$ cat src/rtl/prbs_decim_ber.sv
// Decimating slicer with self-synchronising PRBS9 bit-error-rate counter.
// Keeps one sample per symbol at a programmable phase, slices it, and counts errors once locked.
module prbs_decim_ber #(
    parameter int unsigned WW_INPUT  = 8,
    parameter int unsigned OS_FACTOR = 4,
    parameter int unsigned WW_PHASE  = 2,
    parameter int unsigned WW_CNT    = 32,
    parameter int unsigned WIN_LEN   = 1023,
    parameter int unsigned ERR_THR   = 0
) (
    input  logic                clk,
    input  logic                i_srst,
    input  logic                i_en,
    input  logic [WW_PHASE-1:0] i_phase,
    input  logic [WW_INPUT-1:0] i_data,
    output logic                o_bit,
    output logic                o_bit_valid,
    output logic                o_lock,
    output logic [WW_CNT-1:0]   o_bit_count,
    output logic [WW_CNT-1:0]   o_err_count
);

    localparam int unsigned WW_WIN   = $clog2(WIN_LEN + 1);
    localparam int unsigned WW_LOAD  = 4;
    localparam int unsigned PRBS_LEN = 9;

    typedef enum logic [1:0] {
        ST_LOAD   = 2'd0,
        ST_CHECK  = 2'd1,
        ST_LOCKED = 2'd2
    } state_e;

    logic [WW_PHASE-1:0] phase_q, phase_d;
    logic                bit_q, bit_d;
    logic                bit_valid_q, bit_valid_d;
    logic [PRBS_LEN-1:0] lfsr_q, lfsr_d;
    state_e              state_q, state_d;
    logic [WW_LOAD-1:0]  load_cnt_q, load_cnt_d;
    logic [WW_WIN-1:0]   win_cnt_q, win_cnt_d;
    logic [WW_WIN-1:0]   win_err_q, win_err_d;
    logic                lock_q, lock_d;
    logic [WW_CNT-1:0]   bit_cnt_q, bit_cnt_d;
    logic [WW_CNT-1:0]   err_cnt_q, err_cnt_d;

    logic                exp_bit;
    logic                mismatch;
    logic [WW_WIN-1:0]   win_err_inc;
    logic                win_end;
    logic                win_pass;
    logic                slice_bit;

    // Signed compare reduces to the sign bit: zero and positive slice to 0.
    assign slice_bit = ($signed(i_data) < $signed(WW_INPUT'(0)));

    // Phase counter and decimating slicer.
    always_comb begin
        phase_d     = phase_q;
        bit_d       = bit_q;
        bit_valid_d = 1'b0;
        if (i_en) begin
            phase_d = (phase_q == WW_PHASE'(OS_FACTOR - 1)) ? '0 : phase_q + 1'b1;
            if (phase_q == i_phase) begin
                bit_d       = slice_bit;
                bit_valid_d = 1'b1;
            end
        end
    end

    assign exp_bit     = lfsr_q[8] ^ lfsr_q[4];
    assign mismatch    = bit_q ^ exp_bit;
    assign win_err_inc = win_err_q + WW_WIN'(mismatch);
    assign win_end     = (win_cnt_q == WW_WIN'(WIN_LEN - 1));
    assign win_pass    = (32'(win_err_inc) <= ERR_THR);

    // Synchronisation FSM, reference LFSR and BER counters; all advance on decisions only.
    always_comb begin
        state_d    = state_q;
        lfsr_d     = lfsr_q;
        load_cnt_d = load_cnt_q;
        win_cnt_d  = win_cnt_q;
        win_err_d  = win_err_q;
        bit_cnt_d  = bit_cnt_q;
        err_cnt_d  = err_cnt_q;
        if (bit_valid_q) begin
            case (state_q)
                ST_LOAD: begin
                    lfsr_d = {lfsr_q[PRBS_LEN-2:0], bit_q};
                    if (load_cnt_q == WW_LOAD'(PRBS_LEN - 1)) begin
                        state_d    = ST_CHECK;
                        load_cnt_d = '0;
                        win_cnt_d  = '0;
                        win_err_d  = '0;
                    end else begin
                        load_cnt_d = load_cnt_q + 1'b1;
                    end
                end
                ST_CHECK: begin
                    lfsr_d = {lfsr_q[PRBS_LEN-2:0], exp_bit};
                    if (win_end) begin
                        win_cnt_d = '0;
                        win_err_d = '0;
                        state_d   = win_pass ? ST_LOCKED : ST_LOAD;
                    end else begin
                        win_cnt_d = win_cnt_q + 1'b1;
                        win_err_d = win_err_inc;
                    end
                end
                ST_LOCKED: begin
                    lfsr_d = {lfsr_q[PRBS_LEN-2:0], exp_bit};
                    if (bit_cnt_q != '1) begin
                        bit_cnt_d = bit_cnt_q + 1'b1;
                    end
                    if (mismatch && (err_cnt_q != '1)) begin
                        err_cnt_d = err_cnt_q + 1'b1;
                    end
                    if (win_end) begin
                        win_cnt_d = '0;
                        win_err_d = '0;
                        if (!win_pass) begin
                            state_d = ST_LOAD;
                        end
                    end else begin
                        win_cnt_d = win_cnt_q + 1'b1;
                        win_err_d = win_err_inc;
                    end
                end
                default: begin
                    state_d = ST_LOAD;
                end
            endcase
        end
        lock_d = (state_d == ST_LOCKED);
    end

    always_ff @(posedge clk) begin
        if (i_srst) begin
            phase_q     <= '0;
            bit_q       <= 1'b0;
            bit_valid_q <= 1'b0;
            lfsr_q      <= 9'h1FF;
            state_q     <= ST_LOAD;
            load_cnt_q  <= '0;
            win_cnt_q   <= '0;
            win_err_q   <= '0;
            lock_q      <= 1'b0;
            bit_cnt_q   <= '0;
            err_cnt_q   <= '0;
        end else begin
            phase_q     <= phase_d;
            bit_q       <= bit_d;
            bit_valid_q <= bit_valid_d;
            lfsr_q      <= lfsr_d;
            state_q     <= state_d;
            load_cnt_q  <= load_cnt_d;
            win_cnt_q   <= win_cnt_d;
            win_err_q   <= win_err_d;
            lock_q      <= lock_d;
            bit_cnt_q   <= bit_cnt_d;
            err_cnt_q   <= err_cnt_d;
        end
    end

    assign o_bit       = bit_q;
    assign o_bit_valid = bit_valid_q;
    assign o_lock      = lock_q;
    assign o_bit_count = bit_cnt_q;
    assign o_err_count = err_cnt_q;

endmodule

$ cat config.mk
export PLATFORM = sky130hd
export DESIGN_NAME = prbs_decim_ber
export DESIGN_NICKNAME = d
export VERILOG_FILES = /design/src/rtl/prbs_decim_ber.sv
export SDC_FILE = /design/constraint.sdc
export NUM_CORES = 1
export LEC_CHECK = 0
export ABC_AREA = 0
export CORE_ASPECT_RATIO = 0.7
export CORE_MARGIN = 2
export CORE_UTILIZATION = 45
export CTS_CLUSTER_DIAMETER = 30
export CTS_CLUSTER_SIZE = 10
export DETAILED_ROUTE_END_ITERATION = 10
export PLACE_DENSITY_LB_ADDON = 0.05
export SLEW_MARGIN = 20
export SYNTH_ARGS = -nofsm -noshare
export SYNTH_HDL_FRONTEND = slang
export SYNTH_SLANG_ARGS = --single-unit
$ cat constraint.sdc
create_clock -name clk -period 2.8 [get_ports clk]
set_clock_uncertainty 0.05 [all_clocks]
set_input_delay 0.28 -clock clk [delete_from_list [all_inputs] [get_ports clk]]
set_output_delay 0.28 -clock clk [all_outputs]
set_load 0.005 [all_outputs]
==> summary.md <==
| Metric | Value |
|---|---|
| Status | complete, no violations |
| # clock sinks | 104 |
| Cts hold-fix bufs | 0 |
| CTS Root Cell | clkbuf_16 |
| Simple-gate area share of the yosys netlist | 34.6% |
| Hold Slack | 0.419 ns |
| Minimum clock period | 2.57 ns |
| Grt total ovfl | 0 |
| # port buffers | 72 |
| Worst setup margin | 0.228 ns |
| XOR/XNOR Fraction of Synth Area | 10.3% |
| Cell count after synthesis | 621 |
| Pleak | 2.18 nW |
| CTS max path bufs | 2 |
| Synth-to-layout area growth | 22.0% |
| Hold Path Class | flip-flop to flip-flop |
| Kind of critical path | flip-flop to flip-flop |
| Non-filler cells, final | 848 |
| Yosys cell types | 61 |
| Reg2reg setup slack | 0.23 ns |
| Sequential cell area | 2080 sq um |
| Max Cap Viol | 0 |
| Htree depth | 3 |
| Mean Syn Cell Area | 8.46 sq um |
| Post-synth top flop | dfxtp_1 |
| Fin area | 6410 sq um |
| Chip width | 133 um |
| Rows | 32 |
| Via Count | 4,668 |
| # fillers | 992 |
| Setup crit start kind | flip-flop |
| Core Region | 11,200 sq um |
| Mux share of post-synthesis cell area | 0.571% |
| Largest family of logic cells by synthesized area | simple AND/OR/NAND/NOR gates |
| Dpl hpwl | 8830 um |
| Antenna viol nets, final | 0 |
| Pre-CTS WS | 0.279 ns |
| Initial Util | 46.9% |
| Drc violations | 0 |
| Initial antenna violation count | 0 |
| Post-cts gate resize count | 0 |
| CTS tree | done |
| Ys async rst share | 0% |
| Drt wl/cell | 14.7 um |
| Adder-Cell Fraction of Synth Area | 3.09% |
| CP Max Fanout | 6 |
| Final wirelength | 12,400 um |
| Compound-gate portion of the synthesized area | 8.76% |
| Count of yosys warnings during synthesis | 0 |
| Max-slew violations | 0 |
| Vias/cell | 5.50 |
| Clock transition at path regs | 0.06 ns |
| Register bit count reported by yosys | 104 |
| CP Data Required Time | 2.98 ns |
| Multi-input logic area | 3010 sq um |
| Diode count | 0 |
| Share of cells above drive strength 1 | 8.06% |
| GRT Total Usage | 20.2% |
| Die Span Y | 94.4 um |
| Post-synth EDFFs | 0 |
| Util after Layout | 57.2% |
| Total power | 2.85 mW |
| Crit. End Element | flip-flop |
| Placed insts | 833 |
| First-pass GRT wire length | 20,900 um |
| Vias in the first global route | 4,317 |
| Drt pass-1 iters | 7 |
| CP arrival | 2.76 ns |
| Setup_tns | 0 ns |
| Post-CTS Setup Repair Bufs | 0 |
| Largest net degree at the start of global routing | 35 |
| Post-Syn Area | 5260 sq um |
| Tightest Pin Transition | 0.683 ns |
| Drt initial violations | 245 |
| Clk_lat worst skew | 0.34 ns |
| # setup viols final | 0 |
| Seq/Total Area, Yosys | 39.6% |
| Area of the die | 12,600 sq um |
| Pwr Density | 444 nW/um^2 |
| Area of placed instances | 6120 sq um |
| Unrepaired setup endpoints after global routing | false |
| Fmax | 389 MHz |
| Placer Congestion | 0.825 |
| Io pins | 80 |
| Final hold vios | 0 |
| Worst vdd ir | 306 uV |
| CTS Buf Count | 9 |
| Post-Syn Nets | 647 |
| Nets@finish | 717 |
| Final period util | 91.8% |
| Relative slew margins | 54.5% |
-- Yosys cell counts (all sizes together) (3+ instances only) --
cell | instances | share of area [%]
inv | 13 | 0.93
dfxtp | 104 | 40
nand3 | 36 | 3.4
ha | 13 | 3.1
and4 | 9 | 1.6
or4 | 3 | 0.52
o211a | 3 | 0.57
xor2 | 15 | 2.5
and2 | 4 | 0.50
nor4 | 18 | 3.2
nand3b | 9 | 1.3
nor3 | 32 | 3.4
a311oi | 5 | 0.83
clkbuf | 14 | 1.0
and3 | 11 | 1.4
xnor2 | 44 | 7.3
nand4 | 29 | 4.3
a21oi | 31 | 3.0
mux2i | 3 | 0.57
nor2 | 90 | 6.6
buf | 9 | 1.2
nand2 | 59 | 4.2
o21ai | 23 | 2.2
or3 | 17 | 2.3
nor3b | 3 | 0.43
-- final timing paths --
| check | startpoint | end | cells past startpoint |
|---|---|---|---|
| max | lfsr_q[4]$_SDFFE_PP1P_ | o_lock$_SDFF_PP0_ | 10 |
| min | lfsr_q[1]$_SDFFE_PP1P_ | lfsr_q[2]$_SDFFE_PP1P_ | 2 |
| max reg2reg | lfsr_q[4]$_SDFFE_PP1P_ | o_lock$_SDFF_PP0_ | 10 |
| min reg2reg | lfsr_q[1]$_SDFFE_PP1P_ | lfsr_q[2]$_SDFFE_PP1P_ | 2 |
-- cell usage in the layout (no fill, tap or decap), drive strengths merged, types with 5 or more instances in the layout --
master and instances:
and4 9, and3 11, dfxtp 104, o21ai 23, buf 11, nand3b 9
xnor2 44, a21oi 31, nand4 29, ha 13, nand3 36, nand2 59
clkdlybuf4s50 71, nor4 18, a311oi 5, clkbuf 12, xor2 15, nor3 32
or3 17, nor2 90, inv 13
-- logic make-up (layout without fill, tap and decap cells) --
group / after synthesis / after routing
adders and majority gates: 13 / 13
and+or+nand+nor: 329 / 329
AOI/OAI and AO/OA: 76 / 76
xor gates and xnor gates: 60 / 60
muxes: 3 / 3
DFF: 104 / 104
buffers and inverters: 36 / 110
-- power breakdown --
part           switching [mW]  internal [mW]
combinational          0.0563         0.0394
clock                   0.540          0.713
sequential             0.0103           1.49
-- metal layers --
metal / up-vias / track usage (%) / share of wire, %
met5: - / 0 / 0
met2: 126 / 32.6 / 45
met1: 2175 / 27.4 / 50
met3: 12 / 4.51 / 4.5
met4: 0 / 5.94 / 1.0
li1: 2355 / - / -
-- sequential cells by signal (all words and copies together) (netlist names), 2 cells and up --
signal and cells:
o_bit_count 32, win_cnt_q 10, lfsr_q 9, state_q 2, win_err_q 10, phase_q 2
load_cnt_q 4, o_err_count 32
-- worst max-delay path, stage by stage, from the launching register on --
cell       delay, ns
dfxtp_1         0.39
xnor3_2         0.45
inv_1           0.08
ha_1            0.24
ha_1            0.29
and3_1          0.26
a41oi_1         0.13
o2bb2ai_1       0.16
a21oi_1         0.10
a2bb2oi_1       0.16
and2_1          0.16
-- layout make-up --
cell class / instances / area share (%)
multi-input cells: 481 / 46.9
flip-flops and latches: 104 / 32.5
repair buffers: 82 / 12.3
clock buffers: 12 / 3.84
well taps: 153 / 2.99
inverters: 13 / 0.761
clock inverters: 3 / 0.663
Note: power is estimated with default switching activity, not from simulation.
